`config.mk`:
```
export PLATFORM = sky130hd
export DESIGN_NAME = mem_traffic_initiator
export DESIGN_NICKNAME = d
export VERILOG_FILES = /design/src/rtl/mem_traffic_initiator.sv
export SDC_FILE = /design/constraint.sdc
export NUM_CORES = 1
export LEC_CHECK = 0
export CAP_MARGIN = 40
export CORE_MARGIN = 2
export CORE_UTILIZATION = 58
export CTS_CLUSTER_SIZE = 40
export DETAILED_ROUTE_END_ITERATION = 10
export DONT_BUFFER_PORTS = 1
export GPL_ROUTABILITY_DRIVEN = 0
export PLACE_DENSITY_LB_ADDON = 0.05
export SLEW_MARGIN = 5
export SYNTH_ARGS = -nofsm -noshare
export SYNTH_HDL_FRONTEND = slang
export SYNTH_SLANG_ARGS = --single-unit
```
`constraint.sdc`:
```
create_clock -name clk -period 12.4 [get_ports clk]
set_input_delay 2.48 -clock clk [delete_from_list [all_inputs] [get_ports clk]]
set_output_delay 2.48 -clock clk [all_outputs]
set_load 0.005 [all_outputs]
```
`src/rtl/mem_traffic_initiator.sv`:
```
// Memory traffic initiator: writes a block of addresses with a keyed data
// pattern, reads the block back with a bounded number of reads in flight,
// matches each read return by tag and checks its data.
module mem_traffic_initiator #(
  parameter logic [15:0] BASE_ADDR       = 16'h0000,
  parameter int          NUM_REQ         = 64,
  parameter int          MAX_OUTSTANDING = 8,
  parameter logic [15:0] DATA_KEY        = 16'hA5C3,
  parameter bit          WAIT_WR_ACK     = 1'b1,
  parameter int          TIMEOUT         = 1024
) (
  input  logic        clk,
  input  logic        reset,
  input  logic        start,
  output logic [15:0] wr_address,
  output logic        wr_en,
  output logic [15:0] wr_data,
  input  logic [15:0] wr_ret_address,
  input  logic        wr_ret_ack,
  output logic [15:0] rd_address,
  output logic        rd_en,
  input  logic [15:0] rd_ret_data,
  input  logic [15:0] rd_ret_address,
  input  logic        rd_ret_ack,
  output logic        busy,
  output logic        done,
  output logic        error,
  output logic [8:0]  rd_count,
  output logic [7:0]  err_count
);

  // Bitmap is rounded up to a power of two so any low-bit slice of a tag
  // indexes a real bit; only the first NUM_REQ bits are ever set.
  localparam int          IW       = (NUM_REQ > 1) ? $clog2(NUM_REQ) : 1;
  localparam int          BMW      = 1 << IW;
  localparam int          TW       = $clog2(TIMEOUT + 1);
  localparam logic [8:0]  LAST_IDX = 9'(NUM_REQ - 1);
  localparam logic [8:0]  NREQ_W   = 9'(NUM_REQ);
  localparam logic [15:0] NREQ16   = 16'(NUM_REQ);
  localparam logic [7:0]  MAX_OUT8 = 8'(MAX_OUTSTANDING);
  localparam logic [TW-1:0] TMO_LAST = TW'(TIMEOUT - 1);

  typedef enum logic [2:0] {
    S_IDLE, S_WRITE, S_WR_DRAIN, S_READ, S_RD_DRAIN, S_DONE
  } state_t;

  state_t          state;
  logic [8:0]      idx;          // write index, then reused as read index
  logic [8:0]      wack_cnt;
  logic [7:0]      outstanding;
  logic [BMW-1:0]  bitmap;       // one bit per read in flight
  logic [TW-1:0]   tmo_cnt;

  logic [15:0] cur_addr, rd_k, wr_k;
  logic        rd_active, wr_active, rd_hit, rd_ok, rd_bad, wr_in, wr_ok, wr_bad;
  logic        issue, drain_idle, drain_fin, tmo_hit, err_inc;

  // Return decode: tag range / bitmap lookup, data check, issue and timeout.
  always_comb begin
    cur_addr   = BASE_ADDR + {7'd0, idx};
    rd_k       = rd_ret_address - BASE_ADDR;
    wr_k       = wr_ret_address - BASE_ADDR;
    rd_active  = (state == S_READ) || (state == S_RD_DRAIN);
    wr_active  = WAIT_WR_ACK && ((state == S_WRITE) || (state == S_WR_DRAIN));
    // A tag issued this very cycle still reads as 0 here: registered bitmap.
    rd_hit     = (rd_k < NREQ16) && bitmap[rd_k[IW-1:0]];
    rd_ok      = rd_active && rd_ret_ack && rd_hit;
    rd_bad     = rd_active && rd_ret_ack &&
                 (!rd_hit || (rd_ret_data != (rd_ret_address ^ DATA_KEY)));
    wr_in      = wr_k < NREQ16;
    wr_ok      = wr_active && wr_ret_ack && wr_in;
    wr_bad     = wr_active && wr_ret_ack && !wr_in;
    // Full check against the pre-update count: a return frees no slot
    // in the same cycle.
    issue      = (state == S_READ) && (outstanding < MAX_OUT8);
    drain_idle = ((state == S_WR_DRAIN) && !wr_ret_ack) ||
                 ((state == S_RD_DRAIN) && !rd_ret_ack);
    drain_fin  = ((state == S_WR_DRAIN) && (wack_cnt == NREQ_W)) ||
                 ((state == S_RD_DRAIN) && (outstanding == 8'd0));
    tmo_hit    = drain_idle && !drain_fin && (tmo_cnt == TMO_LAST);
    err_inc    = rd_bad || wr_bad || tmo_hit;
  end

  // Main FSM with registered request and status outputs.
  always_ff @(posedge clk) begin
    if (reset) begin
      state       <= S_IDLE;
      idx         <= '0;
      wack_cnt    <= '0;
      outstanding <= '0;
      bitmap      <= '0;
      tmo_cnt     <= '0;
      wr_address  <= '0;
      wr_en       <= 1'b0;
      wr_data     <= '0;
      rd_address  <= '0;
      rd_en       <= 1'b0;
      busy        <= 1'b0;
      done        <= 1'b0;
      error       <= 1'b0;
      rd_count    <= '0;
      err_count   <= '0;
    end else begin
      wr_en <= 1'b0;
      rd_en <= 1'b0;

      // Return bookkeeping; only non-zero in states that accept returns.
      outstanding <= outstanding + {7'd0, issue} - {7'd0, rd_ok};
      if (rd_ok) begin
        bitmap[rd_k[IW-1:0]] <= 1'b0;
        rd_count             <= rd_count + 9'd1;
      end
      if (wr_ok)
        wack_cnt <= wack_cnt + 9'd1;
      if (err_inc) begin
        error <= 1'b1;
        if (err_count != 8'hFF)
          err_count <= err_count + 8'd1;
      end

      case (state)
        S_IDLE, S_DONE: begin
          if (start) begin
            state       <= S_WRITE;
            busy        <= 1'b1;
            done        <= 1'b0;
            error       <= 1'b0;
            err_count   <= '0;
            rd_count    <= '0;
            wack_cnt    <= '0;
            outstanding <= '0;
            bitmap      <= '0;
            idx         <= '0;
            tmo_cnt     <= '0;
          end
        end
        S_WRITE: begin
          wr_en      <= 1'b1;
          wr_address <= cur_addr;
          wr_data    <= cur_addr ^ DATA_KEY;
          if (idx == LAST_IDX) begin
            idx     <= '0;
            tmo_cnt <= '0;
            state   <= WAIT_WR_ACK ? S_WR_DRAIN : S_READ;
          end else begin
            idx <= idx + 9'd1;
          end
        end
        S_WR_DRAIN: begin
          if (drain_fin) begin
            state <= S_READ;
          end else if (tmo_hit) begin
            state <= S_DONE;
            busy  <= 1'b0;
            done  <= 1'b1;
          end else if (wr_ret_ack) begin
            tmo_cnt <= '0;
          end else begin
            tmo_cnt <= tmo_cnt + TW'(1);
          end
        end
        S_READ: begin
          if (issue) begin
            rd_en                  <= 1'b1;
            rd_address             <= cur_addr;
            bitmap[idx[IW-1:0]]    <= 1'b1;
            if (idx == LAST_IDX) begin
              state   <= S_RD_DRAIN;
              tmo_cnt <= '0;
            end else begin
              idx <= idx + 9'd1;
            end
          end
        end
        S_RD_DRAIN: begin
          if (drain_fin || tmo_hit) begin
            state <= S_DONE;
            busy  <= 1'b0;
            done  <= 1'b1;
          end else if (rd_ret_ack) begin
            tmo_cnt <= '0;
          end else begin
            tmo_cnt <= tmo_cnt + TW'(1);
          end
        end
        default: state <= S_IDLE;
      endcase
    end
  end

endmodule

```
Word level (Yosys, flattened, before mapping)
Cells that the tools add are included.
{"block": "op_classes", "mux": 60, "n_shift": 0, "div": 0, "add_sub_neg": 7, "n_reduce_logical": 41, "magnitude_cmp": 7, "eq_ne": 21, "n_bitwise": 6, "mul": 0}
{"cell": "$mux 64", "n": 4}
{"cell": "$pmux 64 s2", "n": 1}
{"cell": "$mux 9", "n": 10}
{"cell": "$mux 11", "n": 8}
{"cell": "$and 64x64->64", "n": 1}
{"cell": "$not 64->64", "n": 1}
{"cell": "$or 64x64->64", "n": 1}
{"cell": "$pmux 11 s5", "n": 1}
{"cell": "$mux 8", "n": 6}
{"cell": "$lt 16x7->1 const B", "n": 2}
{"cell": "$add 9x1->9 const B", "n": 3}
{"cell": "$pmux 9 s3", "n": 1}
{"cell": "$mux 3", "n": 7}
{"cell": "$logic_and 1x1->1", "n": 16}
{"cell": "$mux 1", "n": 16}
{"cell": "$ne 16x16->1", "n": 1}
{"cell": "$pmux 3 s5", "n": 1}
{"cell": "$lt 6x7->1 const B", "n": 2}
{"cell": "$ne 2x2->1 const B", "n": 7}
{"cell": "$demux 1 s6", "n": 2}
{"cell": "$ge 6x1->1 const B", "n": 2}
{"cell": "$reduce_and 6->1", "n": 2}
{"cell": "$add 11x1->11 const B", "n": 1}
{"cell": "$eq 11x10->1 const B", "n": 1}
{"cell": "other kinds (27)", "n": 45}
{"block": "totals", "mem_bits_ro": 0, "ff_bits": 156, "output_inout_bits": 70, "latch_bits": 0, "mem_bits_rw": 0, "mem_count": 0, "elab_cells": 158, "input_bits": 53}

Longest topological paths before layout
Gate-level depths: netlist of run 1.
{"block": "depth", "ltp_word": 11, "mapped_depth": 21, "ltp_nobuf": 17}

Least setup slack after synthesis of run 1
Ideal clock, no wire load.
{"block": "synth_path", "path_type": "input port to flip-flop", "startpoint": "in rd_ret_address[0]", "endpoint": "reg outstanding[6]", "slack_ns": 6.587, "path_buffers": 4, "setup_time_ns": 0.128, "required_time_ns": 12.272, "cell_stages": 21, "arrival_ns": 5.686, "path_cell_list": "buf_2 -> buf_4 -> mux2i_1 -> o22ai_1 -> o21bai_1 -> nand4_1 -> o21ai_2 -> buf_2 -> buf_2 -> inv_1 -> ha_1 -> inv_1 -> ha_1 -> fa_1 -> a21oi_1 -> o21bai_1 -> a21oi_1 -> nor2_1 -> nor2_1 -> xor2_1 -> nor2_1"}
{"block": "synth_via", "elab_chain_len": 7}
{"element": "start, declared", "line_no": "23", "source": "input logic [15:0] rd_ret_address,"}
{"element": "$bmux 1 s6", "line_no": "66", "source": "rd_hit = (rd_k < NREQ16) && bitmap[rd_k[IW-1:0]];"}
{"element": "$mux 1 (implied by the code)", "line_no": "66"}
{"element": "$logic_and 1x1->1 (*)", "line_no": "66"}
{"element": "$logic_and 1x1->1 (*)", "line_no": "67", "source": "rd_ok = rd_active && rd_ret_ack && rd_hit;"}
{"element": "$sub 8x1->8 (*)", "line_no": "108", "source": "outstanding <= outstanding + {7'd0, issue} - {7'd0, rd_ok};"}
{"element": "$mux 8", "line_no": "123", "source": "if (start) begin"}
{"element": "$mux 8 (*)", "line_no": "121", "source": "case (state)"}
{"element": "end signal, assigned", "line_no": "108"}
{"element": "end, declared", "line_no": "50", "source": "logic [7:0] outstanding;"}
Every way passes the cells marked *; elsewhere a longest branch is shown, timed or not. The select of a mux whose other input is x is not followed.
A chain may end at the register's enable or synchronous reset.

Final worst setup path of run 1
{"block": "layout_path", "startpoint": "in rd_ret_address[1]", "endpoint": "reg outstanding[6]"}
Same word-level chain as after synthesis.

==> key figures, run 1 <==
Clock tree
  • CTS Hold Bufs: 0
  • TritonCTS clock tree: done
  • Clock Tree Buf Depth: 2
  • Setup bufs post-CTS: 0
  • CTS root buf: clkbuf_16
  • Worst-Skew Late Latency: 420 ps
  • Clock sinks: 150
  • CTS H-tree lvls: 4
  • Post-cts resize count: 0
  • Worst-path clk slew: 60 ps
  • Number of CTS-inserted buffers: 17

GRT
  • Global-route wire length before repair: 32600 µm
  • GRT overflow: 0
  • Total GRT Usage: 0.278
  • Antenna violations before repair: 0
  • Largest net degree at the start of global routing: 79
  • Vias in the first global route: 6611

Synthesis
  • Post-synth cell types: 70
  • Synth top area cells: dfxtp_1 38%, nand2_1 6.6%, mux2i_1 4.9%, o22ai_1 4.6%, a21oi_1 3.7%
  • Number of synthesized flops with an enable pin: 0
  • #FFs+latches synth: 150
  • Leading area contributor after synthesis: dfxtp_1
  • Ys flop type: dfxtp_1
  • Syn Inst Count: 973
  • Sequential area share after synthesis: 0.378
  • Async set-reset flop share out of synthesis: 0
  • Synth Area per Inst: 8.16 µm²
  • Ys Warns: 0
  • Synth top area share: 0.378
  • Synthesized area: 7940 µm²

Floorplan
  • Site Rows: 42
  • Die H: 121 µm
  • IO Count: 123
  • Die width: 121 µm
  • Die area: 14600 µm²
  • Core Footprint: 13300 µm²
  • Initial core utilization: 0.597

Critical path
  • Worst path slowest cell: nand2b_1
  • Worst path required time: 12700 ps
  • WP data arrival: 5820 ps
  • Critical path launch point type: input port
  • Critical path capture point type: register
  • Critical path peak fanout: 18
  • CP max stage delay: 620 ps
  • Critical-path cell list: nand2b_1 > o22ai_1 > o21bai_1 > nand4_1 > o21ai_4 > inv_1 > ha_1 > inv_1 > ha_1 > fa_1 > a21oi_1 > o21bai_1 > a21oi_1 > nor2_1 > nor2_1 > xor2_1 > nor2_1
  • Kind of critical path: in2reg
  • Most frequent CP cell: nor2_1

Layout
  • Nets: 992
  • # fillers: 1185
  • Most frequent cells in the layout: 150 x dfxtp_1, 140 x nand2_1, 69 x nor2_1, 59 x o22ai_1, 58 x a21oi_1
  • Area grow syn2layout: 4.81%
  • Diodes inserted: 0
  • Share of cells above drive strength 1: 0.0567
  • Commonest non-fill, non-tap cell in the layout: dfxtp_1

Routing
  • Drt drc: 0
  • Via count: 6932
  • Vias/cell: 6.25
  • Final WL: 20100 µm
  • DR iter-0 viols: 585
  • Antenna Violating Nets Remaining: 0
  • WL/cell: 18.1 µm
  • DRT Pass-1 Iters: 5

STA
  • Total negative setup slack: 0 ps
  • Worst-Margin Slew: 896 ps
  • Endpoints failing setup: 0
  • Slew margin rel.: 0.401
  • Tmin final: 5520 ps
  • Post-route clock skew: 11.7 ps
  • Unrepaired setup endpoints after global routing: false
  • Slew Viols, Final: 0
  • Max Clk Rate: 0.181 GHz
  • Period utilization: 0.445
  • Hold Violations, Final: 0

Outcome
  • Status: completed

Flow run
  • Max-Cap Viols: 0

Power
  • Power per Cell Area: 152 nW/µm²
  • Total power: 1.27 mW
  • Pleak: 2.80 nW
  • Peak supply drop: 0.105 mV

Hold path
  • HP Class: reg2reg

Placed design
  • Post-DP HPWL: 13400 µm
  • Port bufs: 0
## sequential cells by signal (all words and copies together), names as in the netlist
| signal | cells |
|---|---|
| wr_en | 1 |
| error | 1 |
| state | 3 |
| rd_address | 9 |
| idx | 9 |
| bitmap | 64 |
| outstanding | 8 |
| wr_data | 10 |
| wack_cnt | 9 |
| err_count | 8 |
| rd_en | 1 |
| wr_address | 5 |
| tmo_cnt | 11 |
| busy | 1 |
| rd_count | 9 |
| done | 1 |
## critical path, delay by kind of cell
family,cells,cell delay [ps]
compound gates,6,1100
xor+xnor,1,150
fa+ha+maj,3,860
buf+inv,2,110
simple gates,5,1120
## cells in the mapped netlist, drive strengths merged (7+ instances only)
cell and count:
nor2 69, xor2 24, mux2i 39, or4 7, o21ai 17, nand2b 10, nor3 30, a22oi 7
inv 17, clkbuf 37, and2 9, nor2b 11, ha 17, dfxtp 150, nand3 39, nand2 141
or3 9, a21oi 58, nand4 21, buf 55, o22ai 59, nor4 43, xnor2 23
## kinds of logic after synthesis
family,synth area share
simple gates,0.267
compound gates,0.154
flops,0.378
buf+inv,0.0707
xor+xnor,0.0518
mux,0.0492
fa+ha+maj,0.0293
other cells,0.000472
## power by group
group	leakage (nW)	internal, mW	switching [mW]
clock	0.260	0.279	0.208
combinational	1.33	0.0793	0.155
sequential	1.21	0.504	0.0420
## cell type report
cell class | instances | area, µm² | area share
Tap cell | 176 | 220 | 0.0265
Clock buffer | 20 | 437 | 0.0525
Multi-Input combinational cell | 731 | 4450 | 0.535
Timing Repair Buffer | 4 | 30.0 | 0.00361
Sequential cell | 150 | 3000 | 0.361
Inverter | 17 | 63.8 | 0.00767
Clock inverter | 12 | 120 | 0.0144
## routing by layer
metal,GRT usage,part of all wire,vias up
li1,-,-,3357
met1,0.350,0.42,3263
met2,0.444,0.47,261
met3,0.0700,0.073,51
met4,0.134,0.032,0
met5,0,0,-
## worst paths after layout
path                            depth (start not counted)             end  slack (ps)               from
worst max-delay path                                   17  outstanding[6]        6880  rd_ret_address[1]
worst min-delay path                                    2      bitmap[45]         470         bitmap[45]
worst max register to register                         16  outstanding[7]        8620           state[1]
worst min register to register                          2      bitmap[45]         470         bitmap[45]
## through the flow
stage	hold WS (ps)	setup slack, ps	instances	utilization	instance area (µm²)
5_1_grt	475	6700	1110	0.626	8320
6_report	469	6880	1110	0.626	8320
3_5_place_dp	456	6500	1078	0.584	7770
3_3_place_gp	451	6530	1078	0.584	7770
4_1_cts	464	6930	1110	0.626	8320
2_1_floorplan	442	6590	990	-	8010
No activity file was read; power rests on OpenSTA's default activity.
==> run 2: changes to the inputs <==
==> constraint.sdc (replaced) <==
create_clock -name clk -period 5 [get_ports clk]
set_input_delay 1 -clock clk [delete_from_list [all_inputs] [get_ports clk]]
set_output_delay 1 -clock clk [all_outputs]
set_load 0.005 [all_outputs]
==> key figures, run 2 (synthesis results as in run 1) <==
Outcome
  • Status: completed

GRT
  • Antenna violations before repair: 0 (unchanged)
  • Largest net degree at the start of global routing: 79 (unchanged)
  • Vias in the first global route: 6580 (-0.47%)
  • GRT overflow: 0 (unchanged)
  • Global-route wire length before repair: 32200 µm (-1.1%)
  • Total GRT Usage: 0.276 (-0.00248)

Layout
  • Largest reg by FF count: bitmap
  • Share of cells above drive strength 1: 0.0609 (+0.00415)
  • Max reg flops: 64 (unchanged)
  • # fillers: 1175 (-0.84%)
  • Biggest regs: bitmap (64), tmo_cnt (11), wr_data (10)
  • Area grow syn2layout: 6.40%
  • Most frequent cells in the layout: 150 x dfxtp_1, 140 x nand2_1, 69 x nor2_1, 59 x o22ai_1, 58 x a21oi_1
  • Nets: 994 (+0.20%)
  • Diodes inserted: 0 (unchanged)
  • Commonest non-fill, non-tap cell in the layout: dfxtp_1

STA
  • Tmin final: 3870 ps
  • Hold Violations, Final: 0 (unchanged)
  • Max Clk Rate: 0.258 GHz
  • Slew margin rel.: 0.413 (+0.0123)
  • Worst-Margin Slew: 877 ps (-18.3 ps)
  • Period utilization: 0.775
  • Endpoints failing setup: 0 (unchanged)
  • Total negative setup slack: 0 ps (unchanged)
  • Slew Viols, Final: 0 (unchanged)
  • Post-route clock skew: 7.34 ps (-4.32 ps)
  • Unrepaired setup endpoints after global routing: false

Floorplan
  • Core Footprint: 13300 µm² (unchanged)
  • Die width: 121 µm (unchanged)
  • Site Rows: 42 (unchanged)
  • Die area: 14600 µm² (unchanged)
  • IO Count: 123 (unchanged)
  • Die H: 121 µm (unchanged)
  • Initial core utilization: 0.597 (unchanged)

Power
  • Power per Cell Area: 399 nW/µm² (+160%)
  • Total power: 3.37 mW (+170%)
  • Switching part of the total power: 0.300 (-0.0193)
  • Logic pwr share: 0.174 (-0.011)
  • Pleak: 2.86 nW (+2.4%)
  • NetSw: 1.01 mW (+150%)
  • Peak supply drop: 0.275 mV (+160%)
  • Clk pwr share: 0.424 (+0.039)
  • Seq pwr share: 0.402 (-0.029)
  • Cell Int Power: 2.36 mW (+170%)

Clock tree
  • Worst-Skew Late Latency: 420 ps (about the same)
  • Setup bufs post-CTS: 0 (unchanged)
  • Clock sinks: 150 (unchanged)
  • CTS Hold Bufs: 0 (unchanged)
  • CTS root buf: clkbuf_16
  • Number of CTS-inserted buffers: 17 (unchanged)
  • Post-cts resize count: 0 (unchanged)
  • Clock Tree Buf Depth: 2 (unchanged)
  • CTS H-tree lvls: 4 (unchanged)
  • TritonCTS clock tree: done
  • Worst-path clk slew: 60 ps (about the same)

Critical path
  • Most frequent CP cell: nor2_1
  • Critical-path cell list: nor2b_1 > nand2_1 > nor2_1 > inv_1 > ha_1 > inv_1 > ha_1 > fa_1 > a21oi_1 > o21bai_1 > a21oi_1 > nor2_1 > nor2_1 > xor2_1 > nor2_1
  • Critical path launch point type: register
  • Worst path slowest cell: dfxtp_1
  • Reg2reg path depth: 15 (-1)
  • Worst path bufs/invs: 2 (unchanged)
  • CP max stage delay: 750 ps (+130 ps)
  • Worst reg2reg path startpoint: state[1]
  • Critical path depth: 15 (-2)
  • Worst R2R Setup Slack: 1130 ps (-7490 ps)
  • Crit path max-delay family: simple AND/OR/NAND/NOR gates
  • Worst path required time: 5310 ps (-7390 ps)
  • Kind of critical path: reg2reg
  • Critical path peak fanout: 19 (+1)
  • WP data arrival: 4180 ps (-1640 ps)
  • FF-to-FF End: outstanding[6]
  • Critical path capture point type: register

Hold path
  • Hold path endpoint: bitmap[16]
  • WHS Path Cells: 2 (unchanged)
  • HP Class: reg2reg
  • Hold path start: bitmap[16]

Routing
  • DR iter-0 viols: 629 (+7.5%)
  • Vias/cell: 6.29 (+0.73%)
  • DRT Pass-1 Iters: 5 (unchanged)
  • Antenna Violating Nets Remaining: 0 (unchanged)
  • Drt drc: 0 (unchanged)
  • Final WL: 20100 µm (+0.28%)
  • Via count: 6995 (+0.91%)
  • WL/cell: 18.1 µm (+0.10%)

Placed design
  • Port bufs: 0 (unchanged)
  • Post-DP HPWL: 13400 µm (about the same)

Flow run
  • Max-Cap Viols: 0 (unchanged)
[run 2: worst reg2reg max path, delay by kind of cell (launching register included)]
kind            cells  cell delay, ps
compound gates      3             410
xor+xnor            1             150
flops               1             750
fa+ha+maj           3            1000
simple gates        6            1120
buf+inv             2             320
[run 2: final cells by class]
cell class,instances,area (µm²),share of cell area
multi-input combinational,731,4450,0.527
sequential,150,3000,0.355
clock buffer,19,443,0.0524
tap,176,220,0.0261
clock inverter,13,218,0.0258
inverter,17,63.8,0.00755
timing repair buffer,6,52.6,0.00622
[run 2: how the worst max path moves through the flow]
stage	from	endpoint	slack, ps
6_report	state[1]	outstanding[6]	1130
5_1_grt	state[1]	outstanding[6]	870
4_1_cts	state[1]	outstanding[6]	1160
3_5_place_dp	rd_ret_address[1]	outstanding[6]	740
3_3_place_gp	rd_ret_address[1]	outstanding[6]	800
2_1_floorplan	rd_ret_address[0]	outstanding[6]	670
[run 2: through the flow]
stage | worst slack (ps) | cell area (µm²) | hold slack (ps) | instances | utilization
floorplan | 667 | 8010 | 442 | 990 | -
global placement | 804 | 7770 | 452 | 1079 | 0.585
detailed placement | 744 | 7790 | 459 | 1080 | 0.586
CTS | 1160 | 8450 | 466 | 1112 | 0.636
global route | 871 | 8450 | 485 | 1112 | 0.636
finish | 1130 | 8450 | 467 | 1112 | 0.636
[run 2: layer usage]
layer / up-vias / global-route usage / routed length, µm
met5: - / 0 / 0
met4: 0 / 0.120 / 467
met3: 43 / 0.0747 / 1720
met2: 313 / 0.446 / 9540
met1: 3286 / 0.345 / 8420
li1: 3353 / - / -
[run 2: power groups by stage]
stage	Sequential [mW]	Clock, mW	Combinational (mW)
floorplan	1.31	0	0.558
global placement	1.38	0	0.559
detailed placement	1.38	0	0.583
CTS	1.35	1.44	0.584
global route	1.36	1.50	0.655
finish	1.35	1.43	0.587
==> run 3: changes to the inputs <==
--- a/config.mk
+++ b/config.mk
@@ -5,6 +5,7 @@
 export SDC_FILE = /design/constraint.sdc
 export NUM_CORES = 1
 export LEC_CHECK = 0
+export ABC_AREA = 1
 export CAP_MARGIN = 40
 export CORE_MARGIN = 2
 export CORE_UTILIZATION = 58
==> constraint.sdc (replaced) <==
create_clock -name clk -period 3.3 [get_ports clk]
set_input_delay 0.66 -clock clk [delete_from_list [all_inputs] [get_ports clk]]
set_output_delay 0.66 -clock clk [all_outputs]
set_load 0.005 [all_outputs]
==> key figures, run 3 <==
Synthesis
  • Ys flop type: dfxtp_1
  • Post-synthesis simple-gate area fraction: 0.291 (+0.0244)
  • Synth top area share: 0.368 (-0.0106)
  • Async set-reset flop share out of synthesis: 0 (unchanged)
  • Synth Area per Inst: 6.91 µm² (-15%)
  • #FFs+latches synth: 150 (unchanged)
  • Number of synthesized flops with an enable pin: 0 (unchanged)
  • Synthesized area: 8170 µm² (+2.9%)
  • Synth top area cells: dfxtp_1 37%, nand2_1 10%, inv_1 7.1%, nand3_1 6.4%, nor2_1 5.1%
  • Compound-Gate Fraction of Synth Area: 0.156 (+0.00259)
  • Synth top cells by count: 228 x nand2_1, 155 x inv_1, 150 x dfxtp_1
  • Synth Area in Adders: 0.0285 (-0.000821)
  • Leading area contributor after synthesis: dfxtp_1
  • Sequential area share after synthesis: 0.368 (-0.0106)
  • Post-synth cell types: 50 (-29%)
  • Multiplexer share of the synthesized area: 0 (-0.0492)
  • Synth Area in XOR/XNOR: 0.0214 (-0.0304)
  • Largest family of logic cells by synthesized area: simple AND/OR/NAND/NOR gates
  • Ys Warns: 0 (unchanged)
  • Syn Inst Count: 1183 (+22%)
  • Most numerous cell in the Yosys netlist: nand2_1

GRT
  • Largest net degree at the start of global routing: 48 (-39%)
  • Total GRT Usage: 0.285 (+0.00951)
  • Global-route wire length before repair: 33400 µm (+3.9%)
  • Vias in the first global route: 6808 (+3.5%)
  • GRT overflow: 0 (unchanged)
  • Antenna violations before repair: 0 (unchanged)

Clock tree
  • Worst-Skew Late Latency: 430 ps (about the same)
  • CTS root buf: clkbuf_16
  • Worst-path clk slew: 70 ps (about the same)
  • CTS H-tree lvls: 4 (unchanged)
  • Clock Tree Buf Depth: 2 (unchanged)
  • Clock sinks: 150 (unchanged)
  • Number of CTS-inserted buffers: 17 (unchanged)
  • Setup bufs post-CTS: 0 (unchanged)
  • TritonCTS clock tree: done

Routing
  • WL/cell: 15.2 µm (-16%)
  • DR iter-0 viols: 551 (-12%)
  • Vias/cell: 5.51 (-12%)
  • Via count: 7539 (+7.8%)
  • Antenna Violating Nets Remaining: 0 (unchanged)
  • Drt drc: 0 (unchanged)
  • DRT Pass-1 Iters: 5 (unchanged)
  • Final WL: 20800 µm (+3.2%)

Flow run
  • Max-Cap Viols: 0 (unchanged)

Power
  • Peak supply drop: 0.434 mV (+58%)
  • Power per Cell Area: 633 nW/µm² (+59%)
  • NetSw: 2.02 mW (+100%)
  • Cell Int Power: 3.56 mW (+51%)
  • Pleak: 3.36 nW (+17%)
  • Clk pwr share: 0.358 (-0.066)
  • Total power: 5.58 mW (+66%)
  • Switching part of the total power: 0.362 (+0.0615)
  • Logic pwr share: 0.259 (+0.085)
  • Seq pwr share: 0.383 (-0.019)

Layout
  • Share of cells above drive strength 1: 0.0893 (+0.0284)
  • Commonest non-fill, non-tap cell in the layout: nand2_1
  • # fillers: 1315 (+12%)
  • Nets: 1245 (+25%)
  • Most frequent cells in the layout: 228 x nand2_1, 155 x inv_1, 150 x dfxtp_1, 109 x nor2_1, 104 x nand3_1
  • Final std cell area, no fill: 8820 µm² (+4.4%)
  • Largest reg by FF count: bitmap
  • Biggest regs: bitmap (64), tmo_cnt (11), wr_data (10)
  • Max reg flops: 64 (unchanged)
  • Diodes inserted: 0 (unchanged)
  • Area grow syn2layout: 7.98%

Floorplan
  • Die width: 123 µm (+1.4%)
  • Core Footprint: 13800 µm² (+4.0%)
  • Site Rows: 43 (+2.4%)
  • IO Count: 123 (unchanged)
  • Die H: 123 µm (+1.4%)
  • Die area: 15100 µm² (+2.8%)
  • Initial core utilization: 0.591 (-0.00641)

Placed design
  • Port bufs: 0 (unchanged)
  • Placed Area: 8210 µm² (+5.4%)
  • Post-DP HPWL: 14500 µm (+8.0%)
  • DP Worst Slack: -198 ps (-941 ps)

STA
  • Endpoints failing setup: 0 (unchanged)
  • Tmin final: 2930 ps
  • Unrepaired setup endpoints after global routing: false
  • Slew Viols, Final: 0 (unchanged)
  • Hold Violations, Final: 0 (unchanged)
  • Slew margin rel.: 0.442 (+0.0291)
  • Post-route clock skew: 6.39 ps (-0.953 ps)
  • Worst-Margin Slew: 834 ps (-43.4 ps)
  • Final worst slack: 366 ps (-761 ps)
  • Period utilization: 0.889
  • Max Clk Rate: 0.341 GHz
  • Total negative setup slack: 0 ps (unchanged)

Hold path
  • HP Class: in2reg

Critical path
  • Critical path capture point type: register
  • Worst path required time: 3620 ps (-1690 ps)
  • Critical path launch point type: input port
  • Kind of critical path: in2reg
  • Critical path peak fanout: 41 (+22)
  • WP data arrival: 3250 ps (-930 ps)

Outcome
  • Status: completed
==> run 3: cell count changes after synthesis, sizes merged, moves of 10 or more <==
cell | before | now
clkbuf | 37 | 16
inv | 17 | 167
mux2i | 39 | 0
nand2 | 141 | 234
nand2b | 10 | 0
nand3 | 39 | 106
nor2 | 69 | 116
nor2b | 11 | 0
nor4 | 43 | 7
o21ai | 17 | 114
o22ai | 59 | 39
xnor2 | 23 | 10
xor2 | 24 | 10
==> run 3: final timing paths <==
kind                     startpoint        endpoint  slack (ps)  cells past startpoint
setup / recovery  rd_ret_address[0]  outstanding[6]         370                     22
hold / removal                reset   wr_address[0]         290                      1
setup reg to reg           state[2]  outstanding[6]         380                     21
hold reg to reg         wack_cnt[8]     wack_cnt[8]         460                      1
==> run 3: logic make-up after synthesis <==
kind of cell	Yosys count
AND/OR/NAND/NOR	524
AO/OA/AOI/OAI	232
XOR/XNOR	20
flip-flops	150
adder cells (fa/ha/maj)	18
other	1
buffers and inverters	238
==> run 3: final cells by class <==
type	count	area (µm²)	area share
multi-input combinational	812	4140	0.469
clock inverter	14	169	0.0191
inverter	169	639	0.0725
timing repair buffer	24	205	0.0233
clock buffer	18	439	0.0498
sequential	150	3000	0.340
tap	180	225	0.0255
==> run 3: power groups by stage <==
stage                     Sequential, mW  Clock [mW]  Combinational [mW]
after global routing                2.17        2.08                1.64
after CTS                           2.14        2.02                1.44
after floorplan                     2.12           0                1.20
after detailed placement            2.18           0                1.43
after global placement              2.18           0                1.41
final                               2.14        2.00                1.45
==> run 3: repair_timing <==
item | 4_1_cts | 5_1_grt
hold buffers | 0 | 0
setup endpoints to repair | 0 | 2
resized for setup | 0 | 2
==> run 3: critical path, cell delays in order <==
cell and delay [ps]:
inv_4 210, nand2_1 80, nand3_1 140, nand2_1 70, o21ai_1 110, nand2_1 60, nor2_1 180, nand2_2 110
nand3_2 80, inv_2 50, ha_1 260, inv_1 40, ha_2 170, fa_2 370, a21oi_2 120, nor2_1 60
nor2_1 80, nor2_1 60, nor2_1 80, o21bai_1 80, o21ai_1 120, a21oi_1 50
==> run 3: per-layer routing <==
metal / track usage / part of all wire / up-vias
li1: - / - / 3825
met1: 0.382 / 0.45 / 3395
met2: 0.445 / 0.44 / 283
met3: 0.0646 / 0.082 / 36
met4: 0.113 / 0.023 / 0
met5: 0 / 0 / -
==> run 3: through the flow <==
stage	hold slack, ps	util	instances
after CTS	272	0.638	1367
after floorplan	424	-	1200
after detailed placement	451	0.594	1335
final	288	0.638	1367
after global routing	271	0.638	1367
after global placement	437	0.594	1335
